### config.mk
export PLATFORM = sky130hd
export DESIGN_NAME = matmul_cfg_regs
export DESIGN_NICKNAME = d
export VERILOG_FILES = /design/src/rtl/matmul_cfg_regs.sv
export SDC_FILE = /design/constraint.sdc
export NUM_CORES = 1
export LEC_CHECK = 0
export CAP_MARGIN = 0
export CORE_UTILIZATION = 45
export DETAILED_ROUTE_END_ITERATION = 8
export GPL_ROUTABILITY_DRIVEN = 0
export PLACE_DENSITY = 0.72
export REMOVE_ABC_BUFFERS = 1
export SLEW_MARGIN = 20
export SYNTH_ARGS = -nofsm -noshare
export SYNTH_HDL_FRONTEND = slang
export SYNTH_SLANG_ARGS = --single-unit
### constraint.sdc
create_clock -name clk -period 3.35 [get_ports clk]
set_clock_uncertainty 0.15 [all_clocks]
set_input_delay 0.5025 -clock clk [delete_from_list [all_inputs] [get_ports clk]]
set_output_delay 0.5025 -clock clk [all_outputs]
set_load 0.005 [all_outputs]
### src/rtl/matmul_cfg_regs.sv
// APB register bank for the systolic matmul core: holds A/B/C base addresses and
// M/N/P dimensions, validates and launches a job, and tracks busy/done/err.
module matmul_cfg_regs #(
  parameter int                DATA_W  = 16,
  parameter logic [DATA_W-1:0] MAX_DIM = 16'd1024
) (
  input  logic              clk,
  input  logic              reset,
  input  logic [2:0]        paddr,
  input  logic              psel,
  input  logic              pwrite,
  input  logic [DATA_W-1:0] pwdata,
  output logic              pready,
  output logic [DATA_W-1:0] prdata,
  output logic              pslverr,
  output logic [DATA_W-1:0] a_addr,
  output logic [DATA_W-1:0] b_addr,
  output logic [DATA_W-1:0] c_addr,
  output logic [DATA_W-1:0] m,
  output logic [DATA_W-1:0] n,
  output logic [DATA_W-1:0] p,
  output logic              start,
  input  logic              core_done,
  output logic              done_apb
);

  typedef enum logic {
    APB_IDLE,
    APB_ACCESS
  } apb_state_t;

  typedef enum logic [1:0] {
    JOB_IDLE,
    JOB_RUN,
    JOB_DONE
  } job_state_t;

  localparam logic [2:0] ADDR_CTRL   = 3'd6;
  localparam logic [2:0] ADDR_STATUS = 3'd7;

  apb_state_t        apb_q, apb_next;
  job_state_t        job_q, job_next;
  logic              armed_q;
  logic [2:0]        addr_q;
  logic              write_q;
  logic [DATA_W-1:0] wdata_q;
  logic [DATA_W-1:0] cfg_q [6];
  logic              err_q, err_next;

  logic              take;
  logic              acc;
  logic              wr_en;
  logic              is_cfg;
  logic              running;
  logic              dims_ok;
  logic              launch_req;
  logic              clear_req;
  logic              launch_ok;
  logic              launch_bad;
  logic              cfg_reject;
  logic [DATA_W-1:0] status;
  logic [DATA_W-1:0] rd_val;

  function automatic logic dim_legal(input logic [DATA_W-1:0] v);
    return (v != '0) && (v <= MAX_DIM);
  endfunction

  // A psel held high across pready must not start a second transfer, so a new
  // transfer is only accepted once psel has been seen low.
  assign take = (apb_q == APB_IDLE) && psel && armed_q;

  always_comb begin
    // NOTE: default first so every path assigns apb_next and no latch is inferred.
    apb_next = apb_q;
    unique case (apb_q)
      APB_IDLE:   if (take) apb_next = APB_ACCESS;
      APB_ACCESS: apb_next = APB_IDLE;
      default:    apb_next = APB_IDLE;
    endcase
  end

  always_ff @(posedge clk) begin
    if (reset) begin
      // NOTE: sequential state uses non-blocking assignments so all flops update together.
      apb_q   <= APB_IDLE;
      armed_q <= 1'b1;
      addr_q  <= '0;
      write_q <= 1'b0;
      wdata_q <= '0;
    end else begin
      apb_q <= apb_next;
      if (!psel)     armed_q <= 1'b1;
      else if (take) armed_q <= 1'b0;
      if (take) begin
        addr_q  <= paddr;
        write_q <= pwrite;
        wdata_q <= pwdata;
      end
    end
  end

  assign acc        = (apb_q == APB_ACCESS);
  assign wr_en      = acc && write_q;
  assign is_cfg     = (addr_q < ADDR_CTRL);
  assign running    = (job_q == JOB_RUN);
  assign dims_ok    = dim_legal(cfg_q[3]) && dim_legal(cfg_q[4]) && dim_legal(cfg_q[5]);
  assign launch_req = wr_en && (addr_q == ADDR_CTRL) && wdata_q[0];
  assign clear_req  = wr_en && (addr_q == ADDR_CTRL) && wdata_q[1];
  assign launch_ok  = launch_req && !running && dims_ok;
  assign launch_bad = launch_req && (running || !dims_ok);
  assign cfg_reject = wr_en && is_cfg && running;

  always_ff @(posedge clk) begin
    if (reset) begin
      // NOTE: the config array is architectural state read by software, so it is reset too.
      for (int i = 0; i < 6; i++) cfg_q[i] <= '0;
    end else if (wr_en && is_cfg && !running) begin
      for (int i = 0; i < 6; i++)
        if (addr_q == 3'(i)) cfg_q[i] <= wdata_q;
    end
  end

  // A successful launch wins over a clear in the same CTRL write; an illegal
  // launch still records err after any clear.
  always_comb begin
    job_next = job_q;
    err_next = err_q;
    unique case (job_q)
      JOB_IDLE, JOB_DONE: begin
        if (launch_ok) begin
          job_next = JOB_RUN;
          err_next = 1'b0;
        end else begin
          if (clear_req) begin
            job_next = JOB_IDLE;
            err_next = 1'b0;
          end
          if (launch_bad) err_next = 1'b1;
        end
      end
      JOB_RUN: if (core_done) job_next = JOB_DONE;
      default: job_next = JOB_IDLE;
    endcase
  end

  always_ff @(posedge clk) begin
    if (reset) begin
      job_q <= JOB_IDLE;
      err_q <= 1'b0;
    end else begin
      job_q <= job_next;
      err_q <= err_next;
    end
  end

  assign status = {{(DATA_W-3){1'b0}}, err_q, (job_q == JOB_DONE), running};

  always_comb begin
    rd_val = '0;
    unique case (addr_q)
      3'd0:        rd_val = cfg_q[0];
      3'd1:        rd_val = cfg_q[1];
      3'd2:        rd_val = cfg_q[2];
      3'd3:        rd_val = cfg_q[3];
      3'd4:        rd_val = cfg_q[4];
      3'd5:        rd_val = cfg_q[5];
      ADDR_STATUS: rd_val = status;
      default:     rd_val = '0;
    endcase
  end

  assign pready   = acc;
  assign prdata   = (acc && !write_q) ? rd_val : '0;
  assign pslverr  = launch_bad || cfg_reject;
  assign start    = launch_ok;
  assign done_apb = (job_q == JOB_DONE);

  assign a_addr = cfg_q[0];
  assign b_addr = cfg_q[1];
  assign c_addr = cfg_q[2];
  assign m      = cfg_q[3];
  assign n      = cfg_q[4];
  assign p      = cfg_q[5];

endmodule

After elaboration in Yosys (flattened, before gate mapping)
Memories as Yosys holds them, arrays and structs flattened.
Cells that the tools add are included.
{"block": "totals", "register_bits": 25, "mem_bits_rw": 96, "elab_cells": 107, "mem_count": 1}
{"name": "cfg_q", "words": 6, "width": 16, "rd": 6, "rd_clocked_by_memory_dff": 0, "write_ports": 6, "line_no": "47", "text": "logic [DATA_W-1:0] cfg_q [6];"}
{"block": "op_classes", "magnitude_cmp": 4, "eq_ne": 11, "muxes": 43, "bitwise": 8, "n_reduce_logical": 33}
{"cell": "$mux W16", "n": 7}
{"cell": "$pmux W16 S7", "n": 1}
{"cell": "$le A16 B11 Y1 const B", "n": 3}
{"cell": "$reduce_bool A16 Y1", "n": 3}
{"cell": "$mux W1", "n": 30}
{"cell": "$logic_and A1 B1 Y1", "n": 18}
{"cell": "$eq A3 B3 Y1 const B", "n": 4}
{"cell": "$eq A3 B2 Y1 const B", "n": 2}
{"cell": "$mux W2", "n": 3}
{"cell": "$or A1 B1 Y1", "n": 6}
{"cell": "$pmux W2 S2", "n": 1}
{"cell": "$reduce_and A2 Y1", "n": 2}
{"cell": "$reduce_or A2 Y1", "n": 2}
{"cell": "$eq A3 B1 Y1 const B", "n": 1}
{"cell": "$logic_not A1 Y1", "n": 3}
{"cell": "$logic_not A3 Y1", "n": 1}
{"cell": "$lt A3 B3 Y1 const B", "n": 1}
{"cell": "$ne A3 B3 Y1 const B", "n": 1}
{"cell": "$reduce_bool A3 Y1", "n": 1}
{"cell": "$eq A2 B1 Y1 const B", "n": 1}
{"cell": "$eq A2 B2 Y1 const B", "n": 1}
{"cell": "$logic_not A2 Y1", "n": 1}
{"cell": "$logic_or A1 B1 Y1", "n": 2}
{"cell": "$ne A2 B2 Y1 const B", "n": 1}
{"cell": "2 further kinds", "n": 3}

Logic depth before layout (Yosys ltp)
Gate-level depths: netlist of run 1.
An unclocked memory read counts as a cell.
{"block": "logic_depth", "ltp_word": 10, "mapped_depth": 8, "ltp_nobuf": 6}

Least setup slack after synthesis of run 1
OpenSTA, ideal clock, no wires.
{"block": "synth_path", "path_kind": "register to output", "start": "memory cfg_q[3][8]", "end": "output start", "arrival_time_ns": 1.909, "t_required_ns": 2.697, "path_slack_ns": 0.789, "path_stages_with_launch": 5, "path_buffers": 0, "path_cell_list": "edfxtp_1 > or4_4 > o31a_1 > nor4_1 > nor4bb_1"}
{"element": "start: declaration", "line_no": "47"}
{"element": "end: declaration", "line_no": "22", "text": "output logic start,"}

==> qor.csv, run 1 <==
stage,metric,value,unit
run_status,status,"complete, but fails checks",
run_status,failing checks,DRC,
cts,CTS Buffer Depth,2,
min_path,Hold Crit Start,armed_q$_SDFFE_PP1P_,
setup_path,WP buf/inv,1,
run,max-cap violation count,0,
setup_path,crit end category,output port,
setup_path,CP top delay family,simple AND/OR/NAND/NOR gates,
sta,Fmax,0.311,GHz
sta,fin crit period,3.21,ns
routing,drt via density,5.96,
global_route,Overflow after GRT,0,
place,dpl ws,0.188,ns
place,Placed Cells incl. Taps,755,
sta,RSZ-0062 raised after global routing,no,
sta,"Slew Viols, Final",0,
setup_path,"Largest stage delay, worst path",0.57,ns
cts,clk_lat worst skew,0.42,ns
final_layout,"most common cell after layout, fill and taps aside",clkdlybuf4s50_1,
global_route,vias in the first global route,4737,
synthesis,top post-synthesis cells by area,"edfxtp_1 (53%), and2_1 (11%), dfxtp_1 (9.3%)",
floorplanning,# rows,39,
floorplanning,chip width,112,microns
routing,initial drt markers,521,
global_route,GRT Resource Usage Total,30.0,%
routing,First-pass DRT Iterations,7,
place,PortBufs,139,
routing,Wirelength per Cell,23.5,microns
synthesis,yosys warns,0,
synthesis,Synth cell types,44,
synthesis,mean post-synth cell area,11.7,sq um
setup_path,cells along the critical path,or4_4 -> o31a_1 -> nor3_2 -> nor4b_4 -> o22ai_1 -> dlygate4sd2_1,
setup_path,critical path type,reg2out,
setup_path,Setup crit start,cfg_q[3][2]$_SDFFCE_PN0P_,
floorplanning,starting density of the core,46.7,%
floorplanning,die area,0.0124,sq mm
final_layout,most frequent cells in the layout,"clkdlybuf4s50_1 (137), and2_1 (98), edfxtp_1 (96)",
setup_path,CP max FO,3,
power,Max IR drop VDD,0.340,mV
cts,Num CTS Buffers,17,
sta,Slew headroom,48.7,%
synthesis,#FFs+latches synth,121,
power,Leakage,2.84,nW
routing,Post-Route WL,18.5,mm
synthesis,cell area after synthesis,0.00540,sq mm
sta,final hold viol count,0,
floorplanning,core area,0.0116,sq mm
setup_path,slowest CP cell,or4_4,
final_layout,fill count,858,
sta,worst slew pin tran,0.770,ns
sta,post-route setup TNS,0,ns
synthesis,"Seq/Total Area, Yosys",62.7,%
global_route,initial antenna violation count,0,
setup_path,Critical Path RT,2.70,ns
routing,DRC,16,
min_path,type of the worst min-delay path,reg2reg,
cts,CTS tree,built,
final_layout,Final Non-Filler Cells,788,
cts,CTS Root Cell,clkbuf_16,
synthesis,post-synthesis cell count,462,
cts,H-tree Lvls,4,
setup_path,CP Launch Type,register,
final_layout,Post-layout nets,656,
synthesis,top cell type's share of synthesized area,53.4,%
final_layout,area growth from synthesis to layout,44.9,%
floorplanning,num ports,140,
sta,"Setup violations, final",0,
setup_path,"reg-to-reg slack, setup",0.76,ns
synthesis,prevailing post-synth register cell,edfxtp_1,
routing,vias,4694,
sta,fin crit share,95.9,%
setup_path,crit path DAT,2.56,ns
power,Pwr per Cell Area,497,mW/mm^2
floorplanning,die height,112,microns
cts,clock-pin slew on the worst setup and hold paths,0.06,ns
global_route,first-pass GRT wire length,27.1,mm
final_layout,ANT cells,0,
sta,final worst setup slack,0.137,ns
synthesis,"area leader, netlist",edfxtp_1,
cts,clock sinks,121,
global_route,largest net degree at the start of global routing,33,
synthesis,number of synthesized flops with an enable pin,96,
routing,Detail Route Antenna Nets,0,
synthesis,Post-synth ARST share,0,%
setup_path,R2R Path Start,addr_q[2]$_SDFFE_PP0P_,
place,DP HPWL,12.5,mm
final_layout,fraction of layout cells with a size suffix above 1,14.0,%
==> state kept, by name, summed over array words and instances, names as in the netlist <==
name     cells
addr_q       3
armed_q      1
cfg_q       96
err_q        1
job_q        2
pready       1
wdata_q     16
write_q      1
==> metrics by stage <==
stage | power [mW] | instance area (sq um) | utilization, % | hold slack, ns
6_report | 3.88 | 7820 | 67.6 | 0.365
5_1_grt | 3.97 | 7820 | 67.6 | 0.378
4_1_cts | 3.88 | 7800 | 67.5 | 0.366
3_5_place_dp | 2.10 | 7180 | 62.1 | 0.353
3_3_place_gp | 2.10 | 7180 | 62.1 | 0.318
2_1_floorplan | 1.86 | 5290 | - | 0.297
==> cell families (layout without fill, tap and decap cells) <==
group	after synthesis	in the layout	synth area share [%]
flops	121	121	62.7
mux	6	6	1.14
buf+inv	33	216	2.29
simple gates	202	202	21.4
xor+xnor	2	2	0.325
compound gates	98	98	12.2
==> cells in the mapped netlist, drive strengths merged, types with 2 or more instances <==
cell type and instances:
nor4 10, and3b 2, and2 98, a21o 6
nor3 5, nor2 17, o22ai 3, or3 2
a22oi 42, mux2i 5, or4 2, dfxtp 25
a31oi 17, nand2 47, and4 2, nand3b 2
nand3 3, nor2b 2, inv 5, a21oi 22
a41oi 2, edfxtp 96, nor3b 3, clkbuf 28
==> timing repair <==
action / CTS / global route
hold buffers: 0 / 0
buffers inserted: 1 / 0
pin swaps: 3 / 0
resized for setup: 7 / 5
endpoints found under the setup margin: 2 / 5
==> power breakdown <==
| part | leakage [nW] | switching [mW] | internal [mW] |
|---|---|---|---|
| clock | 0.273 | 0.686 | 1.11 |
| combinational | 1.36 | 0.175 | 0.171 |
| sequential | 1.20 | 0.0613 | 1.68 |
| total | 2.84 | 0.923 | 2.96 |
==> path summary, 6_finish.rpt <==
kind / end / cells after the start
worst max register to register: cfg_q[4][10]$_SDFFCE_PN0P_ / 7
worst max-delay path: pslverr / 6
worst min-delay path: armed_q$_SDFFE_PP1P_ / 2
worst min register to register: armed_q$_SDFFE_PP1P_ / 2
==> layout make-up <==
class                           instances  area (sq um)  area share [%]
Clock inverter                         14           146            1.87
Timing Repair Buffer                  179          1690            21.6
Sequential cell                       121          3380            43.3
Tap cell                              143           179            2.29
Inverter                                5          18.8           0.240
Clock buffer                           18           439            5.62
Multi-Input combinational cell        308          1970            25.2
==> worst reg2reg max path, cell delays in order (launching register included) <==
cell,delay (ns)
dfxtp_1,0.42
buf_4,0.24
nand2_1,0.07
nand3_1,0.19
or3_1,0.50
nor2_1,0.44
buf_4,0.29
and2_1,0.15
==> layer usage <==
layer / routed length [microns] / vias up / track usage (%)
met5: 0 / - / 0
met4: 343 / 0 / 11.5
met3: 1900 / 33 / 7.51
met2: 9160 / 312 / 49.3
met1: 7110 / 2307 / 38.3
li1: - / 2042 / -
Note: power is estimated with default switching activity, not from simulation.
==> inputs of run 2 (changes only) <==
- CORE_UTILIZATION: 45 -> 49
- PLACE_DENSITY: 0.72 -> 0.77
==> qor.csv, run 2 (synthesis gave the netlist of run 1 again) <==
stage,metric,value,unit,change
place,PortBufs,139,,unchanged
final_layout,largest registers,"cfg_q (96), wdata_q (16), addr_q (3)",,unchanged
sta,"Slew Viols, Final",0,,unchanged
floorplanning,die area,0.0114,sq mm,was 0.0124 sq mm
setup_path,R2R Path Start,cfg_q[3][0]$_SDFFCE_PN0P_,,was addr_q[2]$_SDFFE_PP0P_
place,DP HPWL,12.0,mm,was 12.5 mm
global_route,Overflow after GRT,0,,unchanged
final_layout,number of flip-flops in the largest register,96,,unchanged
sta,fin crit share,98.7,%,was 95.9%
setup_path,crit path DAT,2.65,ns,was 2.56 ns
routing,First-pass DRT Iterations,6,,was 7
floorplanning,die height,107,microns,was 112 microns
sta,Fmax,0.302,GHz,was 0.311 GHz
final_layout,final core occ,74.4,%,was 67.6%
floorplanning,# rows,37,,was 39
global_route,initial antenna violation count,0,,unchanged
routing,initial drt markers,288,,was 521
final_layout,Post-layout nets,655,,was 656
floorplanning,chip width,107,microns,was 112 microns
global_route,largest net degree at the start of global routing,23,,was 33
final_layout,most frequent cells in the layout,"clkdlybuf4s50_1 (137), and2_1 (98), edfxtp_1 (96)",,unchanged
routing,DRC,0,,was 16
setup_path,Setup crit start,addr_q[0]$_SDFFE_PP0P_,,was cfg_q[3][2]$_SDFFCE_PN0P_
final_layout,fill count,723,,was 858
sta,final hold viol count,0,,unchanged
final_layout,"most common cell after layout, fill and taps aside",clkdlybuf4s50_1,,unchanged
sta,fin crit period,3.31,ns,was 3.21 ns
final_layout,final instance area,0.00782,sq mm,about the same
cts,clock-pin slew on the worst setup and hold paths,0.06,ns,about the same
final_layout,area growth from synthesis to layout,44.8,%,was 44.9%
sta,RSZ-0062 raised after global routing,yes,,was no
setup_path,CP max FO,15,,was 3
global_route,GRT Resource Usage Total,31.9,%,was 30.0%
power,Total Power,3.81,mW,was 3.88 mW
setup_path,critical path type,reg2out,,unchanged
setup_path,critical path endpoint,prdata[10],,was pslverr
routing,Post-Route WL,17.6,mm,was 18.5 mm
routing,vias,4599,,was 4694
floorplanning,core area,0.0105,sq mm,was 0.0116 sq mm
sta,"Setup violations, final",0,,unchanged
global_route,vias in the first global route,4561,,was 4737
min_path,type of the worst min-delay path,reg2reg,,unchanged
place,Placed Cells incl. Taps,743,,was 755
setup_path,cells on worst reg2reg path,7,,unchanged
routing,drt via density,5.90,,was 5.96
floorplanning,starting density of the core,51.4,%,was 46.7%
setup_path,CP Launch Type,register,,unchanged
final_layout,ANT cells,0,,unchanged
global_route,first-pass GRT wire length,26.1,mm,was 27.1 mm
cts,CTS tree,built,,unchanged
sta,hold slack final,0.337,ns,was 0.365 ns
setup_path,crit end category,output port,,unchanged
final_layout,Final Non-Filler Cells,780,,was 788
power,Max IR drop VDD,0.311,mV,was 0.340 mV
cts,clock sinks,121,,unchanged
cts,CTS Buffer Depth,2,,unchanged
sta,worst slew pin tran,0.797,ns,was 0.770 ns
final_layout,Largest Register,cfg_q,,unchanged
final_layout,fraction of layout cells with a size suffix above 1,13.8,%,was 14.0%
place,area post-placement,0.00713,sq mm,was 0.00718 sq mm
routing,Wirelength per Cell,22.5,microns,was 23.5 microns
setup_path,Critical Path RT,2.70,ns,about the same
sta,Slew headroom,46.9,%,was 48.7%
setup_path,r2r endpoint,job_q[0]$_SDFFE_PP0P_,,was cfg_q[4][10]$_SDFFCE_PN0P_
routing,Detail Route Antenna Nets,0,,unchanged
cts,clk_lat worst skew,0.52,ns,was 0.42 ns
power,Pwr per Cell Area,488,mW/mm^2,was 497 mW/mm^2
floorplanning,num ports,140,,unchanged
run_status,status,"finished, final reports clean",,"was complete, but fails checks"
cts,H-tree Lvls,4,,unchanged
setup_path,"reg-to-reg slack, setup",0.80,ns,was 0.76 ns
power,Leakage,2.84,nW,about the same
cts,Num CTS Buffers,17,,unchanged
cts,CTS Root Cell,clkbuf_8,,was clkbuf_16
run,max-cap violation count,0,,unchanged
## run 2: changes by cell type in the layout (fill, tap and decap cells not counted), moves of 3 or more
| cell | delta |
|---|---|
| buf_4 | -3 |
| clkbuf_1 | +4 |
| clkbuf_8 | +3 |
| clkinvlp_4 | -3 |
| inv_6 | -3 |
## run 2: worst min path at each step
stage / cells past startpoint / end / slack, ns / start
2_1_floorplan: 2 / err_q$_SDFFE_PP0P_ / 0.30 / err_q$_SDFFE_PP0P_
3_3_place_gp: 2 / armed_q$_SDFFE_PP1P_ / 0.32 / armed_q$_SDFFE_PP1P_
3_5_place_dp: 2 / err_q$_SDFFE_PP0P_ / 0.33 / err_q$_SDFFE_PP0P_
4_1_cts: 2 / err_q$_SDFFE_PP0P_ / 0.34 / err_q$_SDFFE_PP0P_
5_1_grt: 2 / err_q$_SDFFE_PP0P_ / 0.35 / err_q$_SDFFE_PP0P_
6_report: 2 / err_q$_SDFFE_PP0P_ / 0.34 / err_q$_SDFFE_PP0P_
## run 2: stage by stage
| stage | setup WS, ns | TNS, ns |
|---|---|---|
| floorplan | 0.593 | 0 |
| global placement | 0.183 | 0 |
| detailed placement | 0.125 | 0 |
| CTS | 0.0564 | 0 |
| global route | -0.0171 | -0.0193 |
| finish | 0.0428 | 0 |
## run 2: layer usage
| metal | vias to the layer above | global-route usage, % | wire length, microns |
|---|---|---|---|
| met4 | 0 | 13.3 | 547 |
| met5 | - | 0 | 0 |
| li1 | 2045 | - | - |
| met2 | 271 | 52.4 | 8570 |
| met3 | 41 | 9.97 | 1810 |
| met1 | 2242 | 38.8 | 6630 |
## run 2: critical path, stage by stage, from the launching register on
cell             delay (ns)
dfxtp_1                0.32
buf_4                  0.24
inv_1                  0.16
nor3_2                 0.25
buf_6                  0.21
a22oi_1                0.08
a31oi_1                0.30
clkdlybuf4s50_1        0.56
## run 2: layout make-up
cell class / instances / area (sq um) / area share [%]
multi-input combinational: 308 / 1990 / 25.5
inverter: 5 / 18.8 / 0.240
sequential: 121 / 3380 / 43.3
clock buffer: 24 / 470 / 6.02
timing repair buffer: 178 / 1690 / 21.6
clock inverter: 8 / 95.1 / 1.22
tap: 136 / 170 / 2.18
## run 2: power by group
group	internal (mW)	switching, mW	total, mW
Combinational	0.169	0.175	0.344
Sequential	1.68	0.0575	1.73
Clock	1.11	0.622	1.73
Total	2.96	0.855	3.81
## run 2: timing repair
action | in CTS | in global routing
setup buffers | 3 | 2
gates resized for setup | 11 | 7
setup endpoints to repair | 2 | 8
endpoints found under the hold margin | 0 | 0
hold buffers | 0 | 0
pin swaps | 2 | 6
